**src/rtl/pll_seq_pkg.sv**
```systemverilog
// Shared types for the PLL relock sequencer: channel FSM states, write-data
// field layout and the per-channel configuration captured on a write.
package pll_seq_pkg;

  localparam int unsigned CFG_RATIO_MAX_W = 16;
  localparam int unsigned DATA_EXT_W      = 32;
  localparam int unsigned DATA_EN_BIT     = 0;
  localparam int unsigned DATA_VCODIV_LSB = 1;
  localparam int unsigned DATA_RATIO_LSB  = 3;

  typedef enum logic [2:0] {
    ST_IDLE,
    ST_DISABLE,
    ST_APPLY,
    ST_ENABLE,
    ST_LOCKED,
    ST_FAULT
  } seq_state_e;

  typedef struct packed {
    logic                       enable;
    logic [1:0]                 vcodiv;
    logic [CFG_RATIO_MAX_W-1:0] ratio;
  } chan_cfg_t;

  // Split a zero-extended write word into its fields; ratio masked to ratio_w bits.
  function automatic chan_cfg_t unpack_cfg(input logic [DATA_EXT_W-1:0] d,
                                           input int unsigned ratio_w);
    chan_cfg_t c;
    logic [DATA_EXT_W-1:0] mask;
    mask     = (DATA_EXT_W'(1) << ratio_w) - DATA_EXT_W'(1);
    c.enable = d[DATA_EN_BIT];
    c.vcodiv = d[DATA_VCODIV_LSB +: 2];
    c.ratio  = CFG_RATIO_MAX_W'((d >> DATA_RATIO_LSB) & mask);
    return c;
  endfunction

endpackage

```
**src/rtl/pll_chan_seq.sv**
```systemverilog
// One PLL channel: lock synchroniser, relock FSM, off/lock timers and retry
// counter. All outputs are registered.
// Optional: PLL_AUTO_RELOCK_EN makes a lost lock restart the relock sequence.
module pll_chan_seq
  import pll_seq_pkg::*;
#(
  parameter int unsigned          RATIO_W      = 10,
  parameter logic [RATIO_W-1:0]   RESET_RATIO  = 'h19,
  parameter int unsigned          OFF_CYCLES   = 16,
  parameter int unsigned          LOCK_TIMEOUT = 65535,
  parameter int unsigned          RETRY_MAX    = 3
) (
  input  logic               clk,
  input  logic               rst,
  input  logic               wr,
  input  chan_cfg_t          cfg,
  input  logic               lock,
  output logic               pll_en,
  output logic [RATIO_W-1:0] pll_ratio,
  output logic [1:0]         pll_vcodiv,
  output logic               busy,
  output logic               locked,
  output logic               fault,
  output logic               lost_lock
);

  localparam int unsigned OFF_W = (OFF_CYCLES   > 1) ? $clog2(OFF_CYCLES + 1)   : 1;
  localparam int unsigned TMR_W = (LOCK_TIMEOUT > 1) ? $clog2(LOCK_TIMEOUT + 1) : 1;
  localparam int unsigned RTY_W = (RETRY_MAX    > 1) ? $clog2(RETRY_MAX + 1)    : 1;

  seq_state_e         state_q,   state_d;
  logic [OFF_W-1:0]   off_cnt_q, off_cnt_d;
  logic [TMR_W-1:0]   tmr_q,     tmr_d;
  logic [RTY_W-1:0]   rty_q,     rty_d;
  chan_cfg_t          cfg_q,     cfg_d;
  logic               sync1_q,   sync1_d;
  logic               lock_s_q,  lock_s_d;
  logic               pll_en_q,  pll_en_d;
  logic [RATIO_W-1:0] ratio_q,   ratio_d;
  logic [1:0]         vcodiv_q,  vcodiv_d;
  logic               busy_q,    busy_d;
  logic               locked_q,  locked_d;
  logic               fault_q,   fault_d;
  logic               lost_q,    lost_d;

  logic cfg_unused;
  assign cfg_unused = ^cfg_q;

  // Next-state and registered-output logic; status outputs follow the next state.
  always_comb begin
    state_d   = state_q;
    off_cnt_d = off_cnt_q;
    tmr_d     = tmr_q;
    rty_d     = rty_q;
    cfg_d     = cfg_q;
    ratio_d   = ratio_q;
    vcodiv_d  = vcodiv_q;
    lost_d    = lost_q;
    sync1_d   = lock;
    lock_s_d  = sync1_q;

    unique case (state_q)
      ST_IDLE, ST_LOCKED, ST_FAULT: begin
        if (wr) begin
          state_d   = ST_DISABLE;
          cfg_d     = cfg;
          lost_d    = 1'b0;
          rty_d     = '0;
          off_cnt_d = '0;
        end else if (state_q == ST_LOCKED && !lock_s_q) begin
          lost_d = 1'b1;
`ifdef PLL_AUTO_RELOCK_EN
          state_d   = ST_DISABLE;
          off_cnt_d = '0;
          rty_d     = '0;
`endif
        end
      end
      ST_DISABLE: begin
        if (off_cnt_q == OFF_W'(OFF_CYCLES - 1)) begin
          state_d  = ST_APPLY;
          ratio_d  = cfg_q.ratio[RATIO_W-1:0];
          vcodiv_d = cfg_q.vcodiv;
        end else begin
          off_cnt_d = off_cnt_q + OFF_W'(1);
        end
      end
      ST_APPLY: begin
        // A disable write still passes through APPLY so the outputs track it.
        state_d = cfg_q.enable ? ST_ENABLE : ST_IDLE;
        tmr_d   = '0;
      end
      ST_ENABLE: begin
        // Lock is checked before the timeout so a coincident lock wins.
        if (lock_s_q) begin
          state_d = ST_LOCKED;
        end else if (tmr_q == TMR_W'(LOCK_TIMEOUT - 1)) begin
          if (rty_q < RTY_W'(RETRY_MAX)) begin
            rty_d     = rty_q + RTY_W'(1);
            off_cnt_d = '0;
            state_d   = ST_DISABLE;
          end else begin
            state_d = ST_FAULT;
          end
        end else begin
          tmr_d = tmr_q + TMR_W'(1);
        end
      end
      default: state_d = ST_IDLE;
    endcase

    pll_en_d = (state_d == ST_ENABLE) || (state_d == ST_LOCKED);
    busy_d   = (state_d == ST_DISABLE) || (state_d == ST_APPLY) || (state_d == ST_ENABLE);
    locked_d = (state_d == ST_LOCKED);
    fault_d  = (state_d == ST_FAULT);
  end

  // State, counters, synchroniser and output registers with synchronous reset.
  always_ff @(posedge clk) begin
    if (rst) begin
      state_q   <= ST_IDLE;
      off_cnt_q <= '0;
      tmr_q     <= '0;
      rty_q     <= '0;
      cfg_q     <= '0;
      sync1_q   <= 1'b0;
      lock_s_q  <= 1'b0;
      pll_en_q  <= 1'b0;
      ratio_q   <= RESET_RATIO;
      vcodiv_q  <= '0;
      busy_q    <= 1'b0;
      locked_q  <= 1'b0;
      fault_q   <= 1'b0;
      lost_q    <= 1'b0;
    end else begin
      state_q   <= state_d;
      off_cnt_q <= off_cnt_d;
      tmr_q     <= tmr_d;
      rty_q     <= rty_d;
      cfg_q     <= cfg_d;
      sync1_q   <= sync1_d;
      lock_s_q  <= lock_s_d;
      pll_en_q  <= pll_en_d;
      ratio_q   <= ratio_d;
      vcodiv_q  <= vcodiv_d;
      busy_q    <= busy_d;
      locked_q  <= locked_d;
      fault_q   <= fault_d;
      lost_q    <= lost_d;
    end
  end

  assign pll_en     = pll_en_q;
  assign pll_ratio  = ratio_q;
  assign pll_vcodiv = vcodiv_q;
  assign busy       = busy_q;
  assign locked     = locked_q;
  assign fault      = fault_q;
  assign lost_lock  = lost_q;

endmodule

```
**src/rtl/pll_relock_seq.sv**
```systemverilog
// Multi-channel PLL relock sequencer: write decode, ready mux, address error
// flag and NUM_PLL pll_chan_seq channels.
// Optional: PLL_AUTO_RELOCK_EN (applies inside pll_chan_seq).
module pll_relock_seq
  import pll_seq_pkg::*;
#(
  parameter int unsigned        NUM_PLL      = 2,
  parameter int unsigned        ADDR_W       = 4,
  parameter int unsigned        DATA_W       = 16,
  parameter int unsigned        RATIO_W      = 10,
  parameter logic [RATIO_W-1:0] RESET_RATIO  = 'h19,
  parameter int unsigned        OFF_CYCLES   = 16,
  parameter int unsigned        LOCK_TIMEOUT = 65535,
  parameter int unsigned        RETRY_MAX    = 3
) (
  input  logic                       clk,
  input  logic                       rst,
  input  logic                       valid,
  output logic                       ready,
  input  logic [ADDR_W-1:0]          address,
  input  logic [DATA_W-1:0]          data,
  input  logic [NUM_PLL-1:0]         lock,
  output logic [NUM_PLL-1:0]         pll_en,
  output logic [NUM_PLL*RATIO_W-1:0] pll_ratio,
  output logic [NUM_PLL*2-1:0]       pll_vcodiv,
  output logic [NUM_PLL-1:0]         busy,
  output logic [NUM_PLL-1:0]         locked,
  output logic [NUM_PLL-1:0]         fault,
  output logic [NUM_PLL-1:0]         lost_lock,
  output logic                       addr_err
);

  logic [DATA_EXT_W-1:0] data_ext;
  logic [31:0]           addr_ext;
  chan_cfg_t             wr_cfg;
  logic                  data_unused;
  logic                  ready_c;
  logic                  addr_ok;
  logic [NUM_PLL-1:0]    wr_c;
  logic                  addr_err_q, addr_err_d;

  assign data_ext    = DATA_EXT_W'(data);
  assign addr_ext    = 32'(address);
  assign wr_cfg      = unpack_cfg(data_ext, RATIO_W);
  assign data_unused = ^data_ext;

  // Address decode: invalid addresses are always ready and only raise addr_err.
  always_comb begin
    ready_c = 1'b1;
    addr_ok = 1'b0;
    wr_c    = '0;
    for (int unsigned i = 0; i < NUM_PLL; i++) begin
      if (addr_ext == i) begin
        addr_ok = 1'b1;
        ready_c = !busy[i];
      end
    end
    for (int unsigned i = 0; i < NUM_PLL; i++) begin
      wr_c[i] = valid && ready_c && (addr_ext == i);
    end
    addr_err_d = addr_err_q | (valid & ~addr_ok);
  end

  // Sticky address error flag, cleared only by reset.
  always_ff @(posedge clk) begin
    if (rst) addr_err_q <= 1'b0;
    else     addr_err_q <= addr_err_d;
  end

  assign ready    = ready_c;
  assign addr_err = addr_err_q;

  for (genvar g = 0; g < NUM_PLL; g++) begin : g_chan
    pll_chan_seq #(
      .RATIO_W      (RATIO_W),
      .RESET_RATIO  (RESET_RATIO),
      .OFF_CYCLES   (OFF_CYCLES),
      .LOCK_TIMEOUT (LOCK_TIMEOUT),
      .RETRY_MAX    (RETRY_MAX)
    ) u_chan (
      .clk        (clk),
      .rst        (rst),
      .wr         (wr_c[g]),
      .cfg        (wr_cfg),
      .lock       (lock[g]),
      .pll_en     (pll_en[g]),
      .pll_ratio  (pll_ratio[g*RATIO_W +: RATIO_W]),
      .pll_vcodiv (pll_vcodiv[g*2 +: 2]),
      .busy       (busy[g]),
      .locked     (locked[g]),
      .fault      (fault[g]),
      .lost_lock  (lost_lock[g])
    );
  end

endmodule

```
**config.mk**
```make
export PLATFORM = sky130hd
export DESIGN_NAME = pll_relock_seq
export DESIGN_NICKNAME = d
export VERILOG_FILES = /design/src/rtl/pll_seq_pkg.sv /design/src/rtl/pll_chan_seq.sv /design/src/rtl/pll_relock_seq.sv
export SDC_FILE = /design/constraint.sdc
export NUM_CORES = 1
export LEC_CHECK = 0
export CAP_MARGIN = 20
export CORE_MARGIN = 3
export CORE_UTILIZATION = 55
export DETAILED_ROUTE_END_ITERATION = 10
export GPL_ROUTABILITY_DRIVEN = 1
export PLACE_DENSITY = 0.82
export RECOVER_POWER = 50
export SLEW_MARGIN = 40
export SYNTH_ARGS = -nofsm -noshare
export SYNTH_HDL_FRONTEND = slang
export SYNTH_HIERARCHICAL = 1
export SYNTH_SLANG_ARGS = --single-unit
```
**constraint.sdc**
```tcl
create_clock -name clk -period 3.15 [get_ports clk]
set_input_delay 0.4725 -clock clk [delete_from_list [all_inputs] [get_ports clk]]
set_output_delay 0.4725 -clock clk [all_outputs]
set_load 0.005 [all_outputs]
```
# After elaboration in Yosys (flattened, before gate mapping)
# Index checks and enable logic that the tools add are counted.
# Widths: inputs -> output; s select.
# totals
reg_bits,117
in_bits,25
out_inout_bits,36
word_cells,171
# op_classes
add_sub_neg,6
order_cmp,2
n_eq_ne,37
mux,50
bitwise,3
reduce_logical,40
# op_table
op,count
$mux 16,4
$pmux 16 s2,2
$mux 5,10
$add 16x1->16 const B,2
$eq 16x16->1 const B,2
$logic_not 32->1,1
$mux 3,10
$pmux 5 s3,2
$eq 3x2->1 const B,8
$eq 3x3->1 const B,8
$pmux 3 s4,2
$mux 2,10
$eq 3x1->1 const B,4
$ne 2x1->1 const B,6
$ne 2x2->1 const B,6
$reduce_and 2->1,6
$reduce_and 6->1,2
$reduce_bool 2->1,6
$add 5x1->5 const B,2
$eq 5x4->1 const B,2
$reduce_and 5->1,2
$mux 1,8
$pmux 2 s2,2
$logic_not 3->1,2
other kinds (12),29

# Longest topological paths before layout
# logic_depth
depth_word,10
mapped_depth,8
mapped_depth_nobuf,8

# Modules after synthesis
# Netlist, hierarchy kept.
# modules_own_cells
mod,n_inst,cells_each,area_each_um2,seq_area_each_um2
pll_chan_seq at g_chan[1].u_chan,1,302,2600.0,1161.1
pll_chan_seq at g_chan[0].u_chan,1,305,2538.7,1161.1
pll_relock_seq,1,11,85.1,20.0

# Least setup slack after synthesis
# Ideal clock, no wire load.
# synth_path
path_type,register to register
startpoint,register g_chan[1].u_chan.off_cnt_q[0]
endpoint,register g_chan[1].u_chan.off_cnt_q[3]
setup_time_ns,0.070
arrival_time_ns,2.274
required_ns,3.080
slack_ns,0.806
stages_incl_launch_ff,9
period_less_slack_ns,2.344
cell_sequence,dfxtp_1 -> ha_1 -> and3_1 -> ha_1 -> mux2_4 -> a221oi_4 -> o311ai_2 -> or4_1 -> a21boi_1
# synth_via
elab_chain_cells,3
word_cells_on_any_way,6
cone_classes,add/sub (1); eq/ne (2); mux (2); reduce/logical (1)
# synth_lines
item,line,source
start: declaration,pll_chan_seq.sv:32,"logic [OFF_W-1:0] off_cnt_q, off_cnt_d;"
start signal: assignment,pll_chan_seq.sv:137,off_cnt_q <= off_cnt_d;
$add 5x1->5 or $eq 5x4->1 (tied branches),"pll_chan_seq.sv:85, pll_chan_seq.sv:80",
$mux 5 or $ne 2x2->1 (tied branches),n/a,
$pmux 5 s3 or $reduce_and 6->1 (tied branches),n/a,
# Several ways; a longest one is shown, not always the timed one. The select of a mux whose other input is x is not followed.
# A chain may end at the register's enable or synchronous reset.

# Worst setup path after layout
# Ends and elaborated chain as after synthesis.

==> impl_metrics.tcl <==
set metrics [dict create \
    combinationalPowerShare_pct 3.2 \
    grt_antenna_before_repair 0 \
    dp.final_hpwl_mm 8.414 \
    report.final.hold_viol_count 0 \
    num_rows 34 \
    worst_slew_margin_rel_pct 19.14 \
    peakVddDrop_uv 414.7 \
    finalSetupViolations 0 \
    global_route.overflow_total 0 \
    route.vias.total 4683 \
    dpl_worst_slack_ns 0.3635 \
    slew_viol_final 0 \
    routed_via_density 5.810 \
    area_added_between_synthesis_and_finish_pct 22.77 \
    start_util_pct 58.15 \
    cts_tree "yes" \
    cp_cell_sequence "ha_1, and3_1, ha_1, and4bb_2, a31oi_1, o311ai_2, or4_1, a21boi_1" \
    grt_pass1_wl_mm 21.25 \
    setup_slack_ns 0.4165 \
    internal_power_mw 2.689 \
    cts.clk_slew.worst_paths_ns 0.06 \
    synth_nets 652 \
    post_cts_hold_buffer_count 0 \
    post-cts-setup-buffer-count 0 \
    critical_path_arrival_ns 3.17 \
    timing.max_cap.violations 0 \
    mappedNetlistArea_sq_mm 0.005220 \
    ioPinCount 61 \
    detailedRoute.firstIterationViolations 279 \
    finalSetupTns_ns 0 \
    critPathMaxFanout 13 \
    crit_required_ns 3.59 \
    critPathKind "reg2reg" \
    placement.io_buffers 57 \
    r2r_end "g_chan[1].u_chan/off_cnt_q[3]" \
    post_drt_wl_per_cell_um 15.74 \
    grt_setup_unrepaired "false" \
    period_share_pct 86.78 \
    first_drt_pass_iteration_count 5 \
    clock_share_of_power_pct 53.8 \
    timing.hold.ws_ns 0.4497 \
    r2r_start "g_chan[1].u_chan/off_cnt_q[0]" \
    endpoint_kind "flip-flop" \
    whs_path_depth 2 \
    switching_power_mw 0.8243 \
    cts_inserted_buffers 17 \
    outcome "complete, no violations" \
    p_total_mw 3.513 \
    first_global_vias 4500 \
    worst_slew_pin_slew_ns 1.200 \
    hold_end "g_chan[1].u_chan/pll_ratio[7]" \
    finish.net_count 702 \
    clk-insertion-delay-late_ns 0.51 \
    clockRootBuffer "sky130_fd_sc_hd__clkbuf_8" \
    ant_diodes 0 \
    reg2reg_slack_ns 0.42 \
    post_cts.resized_instances 0 \
    hold_path.class "reg2reg" \
    worst-r2r-cell-count 8 \
    skew_ns 0.01029 \
    dieHeight_um 103.4 \
    place_congestion 0.8611 \
    synthesis.area_per_instance_sq_um 8.460 \
    area_enclosed_by_the_die_boundary_sq_mm 0.01070 \
    critical_path.most_common_cell "sky130_fd_sc_hd__ha_1" \
    timing.critical_path.from_type "flip-flop" \
    ys_warn_count 6 \
    antenna_left 0 \
    net_switching_fraction_of_the_power_pct 23.47 \
    final_layout_size_suffix_gt1_share_pct 10.15 \
    max_freq_mhz 365.8 \
    clockBufferDepth 2 \
    die_w_um 103.4 \
    slowest_stage_delay_on_critical_path_ns 0.52 \
    drc 0 \
    finalWorstPathRequiredPeriod_ns 2.733 \
    maximum_number_of_pins_on_one_net_before_global_route_repair 50 \
    critical-path-slowest-cell "sky130_fd_sc_hd__or4_1" \
    wl_mm 12.69 \
    global_routing_usage_summed_across_all_routing_layers_pct 25.05 \
    synthCells 617 \
    static-leakage-power_nw 2.323 \
    area_of_the_core_sq_mm 0.008976 \
    htree_levels 4 \
    power_frac_seq_pct 43.1 \
    cts.sink_count 117 \
    power_density_mw_per_mm2 548.1 \
    holdCritStartpoint "g_chan[1].u_chan/pll_ratio[7]" \
]
cell type report:
class	count	area [sq um]
Multi-Input combinational cell	451	2655
Fill cell	681	2567
Sequential cell	117	2342
Timing Repair Buffer	64	610.6
Clock buffer	17	414.1
Clock inverter	15	168.9
Tap cell	126	157.7
Inverter	16	60.06
cells in the final DEF, fill, tap and decap left out, drive strengths merged, types with 9 or more instances in the layout:
master	count
nand4	10
xnor2	14
inv	22
nor4	10
nor3	15
or3	13
nor2	35
clkbuf	20
ha	10
o21ai	22
clkdlybuf4s50	22
dfxtp	117
nand3	30
nand2b	9
nand2	125
a21oi	71
dlygate4sd3	34
power groups by stage:
stage | sequential, mW | combinational [mW] | clock [mW]
final | 1.51 | 0.112 | 1.89
after detailed placement | 1.54 | 0.109 | 0
after floorplan | 1.54 | 0.0598 | 0
after CTS | 1.51 | 0.111 | 1.91
after global placement | 1.54 | 0.103 | 0
after global routing | 1.52 | 0.122 | 1.99
registers in the layout, indices dropped and copies added (netlist names):
| register | count |
|---|---|
| g_chan.u_chan/pll_vcodiv | 4 |
| g_chan.u_chan/pll_en | 2 |
| g_chan.u_chan/rty_q | 4 |
| g_chan.u_chan/locked | 2 |
| g_chan.u_chan/lock_s_q | 2 |
| g_chan.u_chan/cfg_q | 26 |
| addr_err | 1 |
| g_chan.u_chan/busy | 2 |
| g_chan.u_chan/off_cnt_q | 10 |
| g_chan.u_chan/lost_lock | 2 |
| g_chan.u_chan/fault | 2 |
| g_chan.u_chan/lock_s_d | 2 |
| g_chan.u_chan/pll_ratio | 20 |
| g_chan.u_chan/tmr_q | 32 |
| g_chan.u_chan/state_q | 6 |
metrics by stage:
step	cell area [sq um]	util [%]	instances
floorplan	5220	-	617
global placement	5837	65.03	774
detailed placement	5837	65.03	774
CTS	6420	71.52	806
global route	6409	71.40	806
finish	6409	71.40	806
worst max-delay path by stage:
stage                                        from                       endpoint  slack, ns
finish              g_chan[1].u_chan/off_cnt_q[0]  g_chan[1].u_chan/off_cnt_q[3]       0.42
global route        g_chan[1].u_chan/off_cnt_q[0]  g_chan[1].u_chan/off_cnt_q[3]       0.26
CTS                 g_chan[1].u_chan/off_cnt_q[0]  g_chan[1].u_chan/off_cnt_q[3]       0.44
detailed placement                     address[1]  g_chan[1].u_chan/off_cnt_q[3]       0.36
global placement                       address[1]  g_chan[1].u_chan/off_cnt_q[3]       0.46
floorplan           g_chan[1].u_chan/off_cnt_q[0]  g_chan[1].u_chan/off_cnt_q[3]       0.81
routing by layer:
metal  track usage (%)  share of wire (%)
met1             31.09                 43
met2             41.13                 49
met3             6.774                5.4
met4             10.36                2.6
met5                 0                  0
worst max-delay path: cells and delay by family (launching register included):
kind	cells	cell delay, ns
AND/OR/NAND/NOR	3	1.08
AO/OA/AOI/OAI	3	0.77
adder cells (fa/ha/maj)	2	0.47
flip-flops	1	0.35
Note: power is estimated with default switching activity, not from simulation.
